[config.mk]
export PLATFORM = sky130hd
export DESIGN_NAME = hazard_ctrl_flat
export DESIGN_NICKNAME = d
export VERILOG_FILES = /design/src/rtl/hazard_ctrl_if.sv /design/src/rtl/hazard_ctrl.sv /design/src/flat_wrapper.sv
export SDC_FILE = /design/constraint.sdc
export NUM_CORES = 1
export LEC_CHECK = 0
export ABC_AREA = 1
export BUFFER_PORTS_ARGS = -buffer_cell sky130_fd_sc_hd__buf_2
export CORE_MARGIN = 10
export CORE_UTILIZATION = 51
export CTS_BUF_LIST = sky130_fd_sc_hd__clkbuf_4 sky130_fd_sc_hd__clkbuf_8
export CTS_CLUSTER_DIAMETER = 40
export DETAILED_ROUTE_END_ITERATION = 16
export GPL_TIMING_DRIVEN = 0
export PLACE_DENSITY = 0.83
export SLEW_MARGIN = 40
export SYNTH_ARGS = -nofsm -noshare
export SYNTH_HDL_FRONTEND = slang
export SYNTH_SLANG_ARGS = --single-unit
export TNS_END_PERCENT = 10
[constraint.sdc]
create_clock -name clk -period 1.8 [get_ports clk]
set_clock_uncertainty 0.1 [all_clocks]
set_input_delay 0.18 -clock clk [delete_from_list [all_inputs] [get_ports clk]]
set_output_delay 0.18 -clock clk [all_outputs]
set_load 0.1 [all_outputs]
[src/rtl/hazard_ctrl_if.sv]
// hazard_ctrl_if: pipeline-side hazard status in, stage pause/bubble/forward controls out
interface hazard_ctrl_if #(parameter int CNT_W = 16);
  logic [4:0] id_rs;
  logic [4:0] id_rt;
  logic id_use_rs;
  logic id_use_rt;
  logic [4:0] ex_rs;
  logic [4:0] ex_rt;
  logic ex_regwe;
  logic [4:0] ex_dst;
  logic ex_is_load;
  logic mem_regwe;
  logic [4:0] mem_dst;
  logic mem_is_load;
  logic mem_access;
  logic wb_regwe;
  logic [4:0] wb_dst;
  logic pause_pc;
  logic pause_fi_id;
  logic pause_id_ex;
  logic pause_ex_mem;
  logic pause_mem_wb;
  logic bubble_id_ex;
  logic [1:0] fwd_a;
  logic [1:0] fwd_b;
  logic [CNT_W-1:0] stall_cnt;
  modport master (
    output id_rs, id_rt, id_use_rs, id_use_rt, ex_rs, ex_rt, ex_regwe, ex_dst, ex_is_load,
           mem_regwe, mem_dst, mem_is_load, mem_access, wb_regwe, wb_dst,
    input  pause_pc, pause_fi_id, pause_id_ex, pause_ex_mem, pause_mem_wb, bubble_id_ex,
           fwd_a, fwd_b, stall_cnt
  );
  modport slave (
    input  id_rs, id_rt, id_use_rs, id_use_rt, ex_rs, ex_rt, ex_regwe, ex_dst, ex_is_load,
           mem_regwe, mem_dst, mem_is_load, mem_access, wb_regwe, wb_dst,
    output pause_pc, pause_fi_id, pause_id_ex, pause_ex_mem, pause_mem_wb, bubble_id_ex,
           fwd_a, fwd_b, stall_cnt
  );
endinterface

[src/rtl/hazard_ctrl.sv]
// hazard_ctrl: load-use detection, EX forwarding select, data-memory wait FSM and stall counter
module hazard_ctrl #(
  parameter int MEM_LAT = 2,
  parameter int CNT_W = 16
) (
  input logic clk,
  input logic rst,
  hazard_ctrl_if.slave bus
);
  typedef enum logic [1:0] {IDLE, BUSY, DONE} state_t;
  localparam logic [3:0] LAT = 4'(MEM_LAT);
  localparam bit HAS_WAIT = MEM_LAT != 0;
  state_t state, state_n;
  logic [3:0] cnt, cnt_n;
  logic [CNT_W-1:0] stalls;
  logic ms, lu, pause, mem_ok, wb_ok;
  always_ff @(posedge clk or negedge rst) begin
    if (!rst) begin
      state <= IDLE;
      cnt <= '0;
      stalls <= '0;
    end else begin
      state <= state_n;
      cnt <= cnt_n;
      if (pause && stalls != '1) stalls <= stalls + 1'b1;
    end
  end
  // DONE gives the still-present access one free cycle so it cannot re-trigger
  always_comb begin
    state_n = state;
    cnt_n = cnt;
    ms = 1'b0;
    case (state)
      IDLE: if (bus.mem_access && HAS_WAIT) begin
        ms = 1'b1;
        cnt_n = LAT - 4'd1;
        state_n = (LAT > 4'd1) ? BUSY : DONE;
      end
      BUSY: begin
        ms = 1'b1;
        cnt_n = cnt - 4'd1;
        state_n = (cnt == 4'd1) ? DONE : BUSY;
      end
      DONE: state_n = IDLE;
      default: state_n = IDLE;
    endcase
  end
  assign lu = bus.ex_is_load & bus.ex_regwe & (bus.ex_dst != 5'd0) &
              ((bus.id_use_rs & (bus.id_rs == bus.ex_dst)) | (bus.id_use_rt & (bus.id_rt == bus.ex_dst)));
  assign pause = rst & (lu | ms);
  assign bus.pause_pc = pause;
  assign bus.pause_fi_id = pause;
  assign bus.pause_id_ex = rst & ms;
  assign bus.pause_ex_mem = rst & ms;
  assign bus.pause_mem_wb = rst & ms;
  assign bus.bubble_id_ex = rst & lu & !ms;
  // loads in MEM have no result yet, so only ALU results forward from EX_MEM
  assign mem_ok = bus.mem_regwe & !bus.mem_is_load & (bus.mem_dst != 5'd0);
  assign wb_ok = bus.wb_regwe & (bus.wb_dst != 5'd0);
  assign bus.fwd_a = !rst ? 2'b00 : (mem_ok && bus.mem_dst == bus.ex_rs) ? 2'b01 :
                     (wb_ok && bus.wb_dst == bus.ex_rs) ? 2'b10 : 2'b00;
  assign bus.fwd_b = !rst ? 2'b00 : (mem_ok && bus.mem_dst == bus.ex_rt) ? 2'b01 :
                     (wb_ok && bus.wb_dst == bus.ex_rt) ? 2'b10 : 2'b00;
  assign bus.stall_cnt = stalls;
endmodule

[src/flat_wrapper.sv]
// flat-port wrapper written by rule: the top's interface ports become plain ports
module hazard_ctrl_flat 
#(
  parameter int MEM_LAT = 2,
  parameter int CNT_W = 16
)
  (clk, rst, bus_id_rs, bus_id_rt, bus_id_use_rs, bus_id_use_rt, bus_ex_rs, bus_ex_rt, bus_ex_regwe, bus_ex_dst, bus_ex_is_load, bus_mem_regwe, bus_mem_dst, bus_mem_is_load, bus_mem_access, bus_wb_regwe, bus_wb_dst, bus_pause_pc, bus_pause_fi_id, bus_pause_id_ex, bus_pause_ex_mem, bus_pause_mem_wb, bus_bubble_id_ex, bus_fwd_a, bus_fwd_b, bus_stall_cnt);
  hazard_ctrl_if #(.CNT_W(CNT_W)) bus_i ();
  input logic clk;
  input logic rst;
  input wire logic [$bits(bus_i.id_rs)-1:0] bus_id_rs;
  input wire logic [$bits(bus_i.id_rt)-1:0] bus_id_rt;
  input wire logic [$bits(bus_i.id_use_rs)-1:0] bus_id_use_rs;
  input wire logic [$bits(bus_i.id_use_rt)-1:0] bus_id_use_rt;
  input wire logic [$bits(bus_i.ex_rs)-1:0] bus_ex_rs;
  input wire logic [$bits(bus_i.ex_rt)-1:0] bus_ex_rt;
  input wire logic [$bits(bus_i.ex_regwe)-1:0] bus_ex_regwe;
  input wire logic [$bits(bus_i.ex_dst)-1:0] bus_ex_dst;
  input wire logic [$bits(bus_i.ex_is_load)-1:0] bus_ex_is_load;
  input wire logic [$bits(bus_i.mem_regwe)-1:0] bus_mem_regwe;
  input wire logic [$bits(bus_i.mem_dst)-1:0] bus_mem_dst;
  input wire logic [$bits(bus_i.mem_is_load)-1:0] bus_mem_is_load;
  input wire logic [$bits(bus_i.mem_access)-1:0] bus_mem_access;
  input wire logic [$bits(bus_i.wb_regwe)-1:0] bus_wb_regwe;
  input wire logic [$bits(bus_i.wb_dst)-1:0] bus_wb_dst;
  output wire logic [$bits(bus_i.pause_pc)-1:0] bus_pause_pc;
  output wire logic [$bits(bus_i.pause_fi_id)-1:0] bus_pause_fi_id;
  output wire logic [$bits(bus_i.pause_id_ex)-1:0] bus_pause_id_ex;
  output wire logic [$bits(bus_i.pause_ex_mem)-1:0] bus_pause_ex_mem;
  output wire logic [$bits(bus_i.pause_mem_wb)-1:0] bus_pause_mem_wb;
  output wire logic [$bits(bus_i.bubble_id_ex)-1:0] bus_bubble_id_ex;
  output wire logic [$bits(bus_i.fwd_a)-1:0] bus_fwd_a;
  output wire logic [$bits(bus_i.fwd_b)-1:0] bus_fwd_b;
  output wire logic [$bits(bus_i.stall_cnt)-1:0] bus_stall_cnt;
  assign bus_i.id_rs = bus_id_rs;
  assign bus_i.id_rt = bus_id_rt;
  assign bus_i.id_use_rs = bus_id_use_rs;
  assign bus_i.id_use_rt = bus_id_use_rt;
  assign bus_i.ex_rs = bus_ex_rs;
  assign bus_i.ex_rt = bus_ex_rt;
  assign bus_i.ex_regwe = bus_ex_regwe;
  assign bus_i.ex_dst = bus_ex_dst;
  assign bus_i.ex_is_load = bus_ex_is_load;
  assign bus_i.mem_regwe = bus_mem_regwe;
  assign bus_i.mem_dst = bus_mem_dst;
  assign bus_i.mem_is_load = bus_mem_is_load;
  assign bus_i.mem_access = bus_mem_access;
  assign bus_i.wb_regwe = bus_wb_regwe;
  assign bus_i.wb_dst = bus_wb_dst;
  assign bus_pause_pc = bus_i.pause_pc;
  assign bus_pause_fi_id = bus_i.pause_fi_id;
  assign bus_pause_id_ex = bus_i.pause_id_ex;
  assign bus_pause_ex_mem = bus_i.pause_ex_mem;
  assign bus_pause_mem_wb = bus_i.pause_mem_wb;
  assign bus_bubble_id_ex = bus_i.bubble_id_ex;
  assign bus_fwd_a = bus_i.fwd_a;
  assign bus_fwd_b = bus_i.fwd_b;
  assign bus_stall_cnt = bus_i.stall_cnt;
  hazard_ctrl #(.MEM_LAT(MEM_LAT), .CNT_W(CNT_W)) u_core (.clk(clk), .rst(rst), .bus(bus_i));
endmodule
# Word level (Yosys, flattened, before mapping)
# Index checks and enable logic that the tools add are counted.
[op_classes]
bitwise_logic = 14
muxes = 13
eq_ne = 10
n_reduce_logical = 13
add_sub_neg = 2
[ops]
columns = ["op", "count"]
rows = [
  ["$eq 5x5->1", 6],
  ["$add 16x1->16 const B", 1],
  ["$mux 2", 8],
  ["$ne 16x16->1 const B", 1],
  ["$reduce_bool 5->1", 3],
  ["$and 1x1->1", 12],
  ["$pmux 4 s2", 1],
  ["$logic_and 1x1->1", 5],
  ["$eq 4x1->1 const B", 1],
  ["$mux 4", 1],
  ["$pmux 2 s2", 1],
  ["$sub 4x1->4 const B", 1],
  ["$eq 2x1->1 const B", 1],
  ["$logic_not 1->1", 2],
  ["$logic_not 2->1", 1],
  ["$ne 2x2->1 const B", 1],
  ["$or 1x1->1", 2],
  ["$pmux 1 s2", 1],
  ["$reduce_and 2->1", 1],
  ["$reduce_bool 2->1", 1],
  ["$mux 1", 1],
]
[word_totals]
out_inout_bits = 26
ff_bits = 22
word_cells = 55

# Depth between registers and ports, before layout
# Gate-level depths: netlist of run 1.
[logic_depth]
word_depth = 7
mapped_depth = 12
mapped_depth_nobuf = 11

# Worst setup path after synthesis of run 1
# Ideal clock, no wire load.
[synth_path]
path_type = "flip-flop to flip-flop"
from = "register u_core.stalls[0], in the netlist u_core.bus.stall_cnt[0]"
to = "register u_core.stalls[14], in the netlist u_core.bus.stall_cnt[14]"
period_less_slack_ns = 2.308
slack_ns = -0.508
stages_incl_launch_ff = 11
path_buffers = 0
arrival_time_ns = 2.086
setup_ns = 0.122
cell_sequence = "dfrtp_1 ha_1 nand3_2 nor2_4 inv_1 nor2_2 nand2_1 nor2_1 nand2_1 nand2_1 nand2_1"
[synth_via]
elab_chain_cells = 2
elab_cells_between_ends = 3
classes_between = "add/sub: 1; eq/ne: 1; reduce/logical: 1"
[synth_lines]
columns = ["item", "line_no", "source"]
rows = [
  ["start: declaration", "hazard_ctrl.sv:15", "logic [CNT_W-1:0] stalls;"],
  ["start signal: assignment", "hazard_ctrl.sv:25", "if (pause && stalls != '1) stalls <= stalls + 1'b1;"],
  ["branches (longest 2 deep; another with $add 16x1->16)", "--", ""],
]
# Parallel ways; which one is timed is not known.
# A chain may end at the register's enable or synchronous reset.

# Worst setup path after layout of run 1
[layout_path]
from = "register u_core.state[0]"
to = "output port bus_pause_pc"
[layout_via]
elab_chain_cells = 4
elab_cells_between_ends = 5
classes_between = "eq/ne: 1; mux: 1; bitwise: 2; reduce/logical: 1"
[layout_lines]
columns = ["item", "line_no", "source"]
rows = [
  ["start: declaration", "hazard_ctrl.sv:13", "state_t state, state_n;"],
  ["start signal: assignment", "hazard_ctrl.sv:23", "state <= state_n;"],
  ["$eq 2x1->1 or $logic_not 2->1 (tied branches)", "hazard_ctrl.sv:33", "case (state)"],
  ["$pmux 1 s2 (*)", "hazard_ctrl.sv:33", ""],
  ["$or 1x1->1 (*)", "hazard_ctrl.sv:50", "assign pause = rst & (lu | ms);"],
  ["$and 1x1->1 (*)", "hazard_ctrl.sv:50", ""],
  ["end: declaration", "flat_wrapper.sv:26", "output wire logic [$bits(bus_i.pause_pc)-1:0] bus_pause_pc;"],
]
# Every way passes the cells marked *; elsewhere a longest branch is shown, timed or not.

==> results of run 1 <==
## through the flow
stage	hold slack [ns]	util
floorplan	-0.216	-
global placement	0.112	0.667
detailed placement	0.114	0.667
CTS	0.114	0.714
global route	0.137	0.723
finish	0.122	0.723
## worst min-delay path by stage
stage	start	to	slack, ns
after detailed placement	rst	u_core.bus.stall_cnt[2]	0.11
after global placement	rst	u_core.bus.stall_cnt[1]	0.11
after global routing	bus_mem_access	u_core.cnt[3]	0.14
after CTS	bus_mem_access	u_core.cnt[3]	0.11
final	bus_mem_access	u_core.cnt[3]	0.12
after floorplan	rst	u_core.bus.stall_cnt[10]	-0.22
## area by class of cell
class	instances	area, sq um
Multi-Input combinational cell	202	1090
Fill cell	295	940
Sequential cell	22	576
Buffer	5	45.0
Inverter	42	158
Timing Repair Buffer	78	472
Clock inverter	1	30.0
Tap cell	46	57.6
Clock buffer	3	22.5
## kinds of logic after synthesis
kind of cell	Yosys count	synth area share
compound gates	11	0.0352
simple gates	166	0.415
flops	22	0.304
fa+ha+maj	3	0.0207
xor+xnor	21	0.102
buf+inv	48	0.118
mux	1	0.00553
## layer usage
metal  global-route usage  vias to the layer above  routed length (um)
met3               0.0574                        6                 445
met5                    0                        -                   0
li1                     -                     1013                   -
met4               0.0484                        0                  72
met1                0.171                      915                2100
met2                0.277                       70                2350
## power breakdown
group / internal, mW / switching, mW / total (mW)
Sequential: 0.620 / 0.128 / 0.748
Combinational: 0.525 / 1.11 / 1.64
Clock: 0.225 / 0.154 / 0.379
Total: 1.37 / 1.39 / 2.76
## state kept, by name, indices dropped and copies added, names as in the netlist
register,count
u_core.bus.stall_cnt,16
u_core.cnt,4
u_core.state,2
## critical path, stage by stage (launching register included)
cell and delay [ns]:
dfrtp_1 0.42, inv_2 0.07, nand3_2 0.10, nand2_2 0.11, nand2_2 0.08, nand2_4 0.09, buf_4 0.13, buf_12 0.16
## placed cells by master, fill, tap and decap left out, drive strengths merged, types with 2 or more instances in the layout
cell type  Yosys  final
nand2         92     92
buf            6     80
inv           41     41
nand3         28     28
nor2          25     25
dfrtp         22     22
xnor2         11     11
xor2          10     10
nor3           6      6
clkbuf         0      5
nor4           5      5
nand4          5      5
a21oi          4      4
o22ai          3      3
ha             3      3
nand3b         2      2
and2           2      2
o21ai          2      2
## timing repair
action | 4_1_cts | 5_1_grt
endpoints found under the hold margin | 22 | 22
setup endpoints to repair | 7 | 16
pin swaps | 2 | 0
buffers inserted | 6 | 0
hold buffers | 1 | 1
resized for setup | 20 | 6
==> results.py, run 1 <==
metrics = {
    "run_status": {
        "outcome": "finished, final reports clean",
    },
    "setup_path": {
        "cp.required_ns": 1.52,
        "setup.worst_path.end": "bus_pause_pc",
        "r2r_start": "u_core.bus.stall_cnt[0]",
        "startpoint": "u_core.state[0]",
        "ff2ff_setup_slack_ns": 0.08,
        "reg2reg_depth": 10,
        "cp-start-kind": "flip-flop",
        "worstPathMaxFanout": 4,
        "cp.arrival_ns": 1.46,
        "critPathCaptureType": "primary output",
        "crit_type": "reg -> out",
        "r2r_end": "u_core.bus.stall_cnt[14]",
    },
    "routing": {
        "vias": 2004,
        "drtPass1Iterations": 4,
        "vias_per_cell": 5.02,
        "ant_nets": 0,
        "post_drt_wl_per_cell_um": 12.5,
        "wl_um": 4970,
        "dr.first_iter.drc_count": 124,
        "route.detailed.drc": 0,
    },
    "yosys": {
        "synth_top_cell_area_share": 0.304,
        "yosysTopAreaCell": "dfrtp_1",
        "synth_commonest_cells": "nand2_1 (90), inv_1 (38), nand3_1 (27), dfrtp_1 (22), nor2_1 (21)",
        "syn_nets": 320,
        "yosysMostFrequentCell": "nand2_1",
        "yosys_warnings": 0,
        "ys_ff_latch": 22,
        "synth_flop_cell": "dfrtp_1",
        "synth_edf_count": 0,
        "yosysSeqAreaShare": 0.304,
        "synth_cell_types": 30,
        "syn_inst": 272,
        "syn-cell-area_sq_um": 1810,
        "synthTopCellsByArea": "dfrtp_1 (30%), nand2_1 (19%), inv_1 (7.9%)",
        "syn_area_per_cell_sq_um": 6.66,
        "async_flop_share": 1.00,
    },
    "cts": {
        "cts_root_buf": "clkbuf_4",
        "clk_latency_ns": 0.31,
        "cts_max_path_buffers": 2,
        "cts_made_buffers": 3,
        "path_clk_slew_ns": 0.11,
        "cts_tree": "built",
        "clock_sinks": 22,
        "cts_max_level": 1,
    },
    "place": {
        "post_dp_cell_area_sq_um": 2260,
        "io_buffers": 70,
        "place_ws_ns": -0.321,
        "place.gp.congestion": 0.868,
        "dpl.hpwl_um": 3930,
        "dpl.cell_count": 388,
    },
    "timing": {
        "rsz0062_at_grt": "true",
        "setup_tns_ns": 0,
        "worst_slack_ns": 0.0580,
        "fmax_mhz": 574,
        "setup_violations": 0,
        "post-route-min-period_ns": 1.74,
        "timing.final.crit_share": 0.968,
        "hold_viol_final": 0,
        "slew_headroom": 0.665,
        "drv_slew": 0,
        "tightest_slew_ns": 0.502,
    },
    "power": {
        "ir_worst_vdd_v": 0.00156,
        "total_power_mw": 2.76,
        "power_density_nw_per_um2": 1130,
        "p_leak_nw": 1.32,
    },
    "global_route": {
        "grt.overflow.total": 0,
        "grt_max_degree": 23,
        "antenna_found_initial": 0,
        "grt_pass1_wl_um": 8400,
        "grtUsageTotal": 0.157,
        "grt_pass1_vias": 1954,
    },
    "floorplan": {
        "die_x_um": 79.6,
        "io_pins": 71,
        "die_h_um": 79.6,
        "start_util": 0.535,
        "core_sq_um": 3390,
        "die_area_sq_um": 6340,
        "rows": 21,
    },
    "worst_hold_path": {
        "min_path_cells": 4,
        "hp-class": "in -> reg",
    },
    "layout": {
        "design_area_sq_um": 2450,
        "fin_nets": 402,
        "area_growth_pct": 35.2,
        "diodes": 0,
        "drive_above_1_share": 0.351,
        "instances_no_fill": 399,
    },
    "run": {
        "max-cap-violations": 0,
    },
}
Power figures use the tool's default switching activity.
==> run 2, diff against run 1 <==
--- a/config.mk
+++ b/config.mk
@@ -13,6 +13,7 @@
 export CTS_CLUSTER_DIAMETER = 40
 export DETAILED_ROUTE_END_ITERATION = 16
 export GPL_TIMING_DRIVEN = 0
+export MAX_ROUTING_LAYER = met4
 export PLACE_DENSITY = 0.83
 export SLEW_MARGIN = 40
 export SYNTH_ARGS = -nofsm -noshare
==> run 2 against run 1 <==
Compared with the run above: die area unchanged; critical endpoint unchanged; routed wire length rose by 0.28%; core utilization unchanged; sequential power hardly changed; critical path type unchanged.
==> results.py, run 2 (synthesized netlist as in run 1, its figures left out) <==
metrics = {
    "timing": {
        "post-route-min-period_ns": 1.74,
        "slew_headroom": 0.665,
        "fmax_mhz": 574,
        "tightest_slew_ns": 0.502,
        "rsz0062_at_grt": "true",
        "setup_violations": 0,
        "timing.final.crit_share": 0.969,
        "hold_viol_final": 0,
        "drv_slew": 0,
    },
    "floorplan": {
        "rows": 21,
        "die_h_um": 79.6,
        "die_x_um": 79.6,
        "die_area_sq_um": 6340,
        "start_util": 0.535,
        "io_pins": 71,
        "core_sq_um": 3390,
    },
    "layout": {
        "drive_above_1_share": 0.351,
        "layout_commonest_cell": "nand2_1",
        "diodes": 0,
        "layout_common_cells": "nand2_1 (87), buf_2 (63), inv_1 (36)",
        "design_area_sq_um": 2450,
        "fin_util": 0.723,
        "instances_no_fill": 399,
        "fin_nets": 402,
        "area_growth_pct": 35.2,
        "largest_reg_flops": 16,
    },
    "routing": {
        "post_drt_wl_per_cell_um": 12.5,
        "ant_nets": 0,
        "route.detailed.drc": 0,
        "wl_um": 4980,
        "vias_per_cell": 5.04,
        "vias": 2010,
        "dr.first_iter.drc_count": 109,
        "drtPass1Iterations": 4,
    },
    "setup_path": {
        "crit_type": "reg -> out",
        "worstPathMaxFanout": 4,
        "critPathCaptureType": "primary output",
        "cp.arrival_ns": 1.46,
        "cp-start-kind": "flip-flop",
        "cp.required_ns": 1.52,
    },
    "global_route": {
        "grt_max_degree": 23,
        "grt_pass1_wl_um": 8420,
        "antenna_found_initial": 0,
        "grtUsageTotal": 0.162,
        "grt_pass1_vias": 1952,
        "grt.overflow.total": 0,
    },
    "run": {
        "max-cap-violations": 0,
    },
    "power": {
        "combPwrFrac": 0.592,
        "pwr-share-clk": 0.138,
        "total_power_mw": 2.77,
        "seqPwrFrac": 0.270,
        "power_density_nw_per_um2": 1130,
        "swShare": 0.505,
        "ir_worst_vdd_v": 0.00156,
        "internal_power_mw": 1.37,
        "p_switching_mw": 1.40,
        "p_leak_nw": 1.32,
    },
    "place": {
        "place.gp.congestion": 0.882,
        "io_buffers": 70,
        "post_dp_cell_area_sq_um": 2260,
        "dpl.hpwl_um": 3930,
        "dpl.cell_count": 388,
    },
    "run_status": {
        "outcome": "finished, final reports clean",
    },
    "cts": {
        "clk_latency_ns": 0.32,
        "cts_made_buffers": 3,
        "cts_max_path_buffers": 2,
        "cts_root_buf": "clkbuf_4",
        "cts_tree": "built",
        "cts_max_level": 1,
        "clock_sinks": 22,
        "path_clk_slew_ns": 0.11,
    },
    "worst_hold_path": {
        "hp-class": "in -> reg",
    },
}
## run 2: cell counts in the layout (fill, tap and decap cells not counted)
No cell type changed its count.
## run 2: worst max-delay path: stages, from the launching register on
cell,delay [ns]
dfrtp_1,0.42
inv_2,0.07
nand3_2,0.10
nand2_2,0.11
nand2_2,0.08
nand2_4,0.09
buf_4,0.13
buf_12,0.16
## run 2: power by group through the flow
stage	logic, mW	clock network, mW	registers (mW)
after global placement	1.40	0	0.740
after global routing	1.75	0.416	0.764
final	1.64	0.381	0.748
after floorplan	0.854	0	1.03
after detailed placement	1.43	0	0.750
after CTS	1.62	0.390	0.742
## run 2: worst paths after layout
| check | from | endpoint | slack, ns | cells after the start |
|---|---|---|---|---|
| worst max-delay path | u_core.state[0] | bus_pause_pc | 0.06 | 7 |
| worst min-delay path | bus_mem_access | u_core.cnt[3] | 0.12 | 4 |
| worst max register to register | u_core.bus.stall_cnt[0] | u_core.bus.stall_cnt[14] | 0.08 | 10 |
| worst min register to register | u_core.cnt[3] | u_core.state[1] | 0.41 | 1 |
| max in group asynchronous | rst | u_core.bus.stall_cnt[13] | 0.80 | 3 |
| min in group asynchronous | rst | u_core.bus.stall_cnt[4] | 0.41 | 3 |
## run 2: what timing repair did
| action | in CTS | in global routing |
|---|---|---|
| resized for setup | 20 | 6 |
| endpoints found under the setup margin | 7 | 16 |
| setup buffers | 6 | 0 |
| pin swaps | 2 | 0 |
| hold buffers | 1 | 1 |
| hold endpoints to repair | 22 | 22 |
## run 2: layout make-up
| class | instances | area, sq um |
|---|---|---|
| multi-input combinational | 202 | 1090 |
| clock buffer | 3 | 22.5 |
| sequential | 22 | 576 |
| clock inverter | 1 | 30.0 |
| inverter | 42 | 158 |
| buffer | 5 | 45.0 |
| tap | 46 | 57.6 |
| fill | 295 | 940 |
| timing repair buffer | 78 | 472 |
## run 2: through the flow
stage,setup slack (ns),TNS [ns],hold slack [ns]
after floorplan,-0.390,-1.39,-0.216
after global placement,-0.306,-0.678,0.112
after detailed placement,-0.321,-0.738,0.114
after CTS,0.0255,0,0.114
after global routing,-0.0324,-0.0692,0.137
final,0.0566,0,0.123
## run 2: metal layers
metal | vias to the layer above | wire (um) | track usage | share of wire
li1 | 1013 | - | - | -
met1 | 922 | 2230 | 0.179 | 0.45
met2 | 69 | 2360 | 0.277 | 0.47
met3 | 6 | 321 | 0.0450 | 0.064
met4 | 0 | 72 | 0.0484 | 0.014
met5 | - | 0 | - | 0
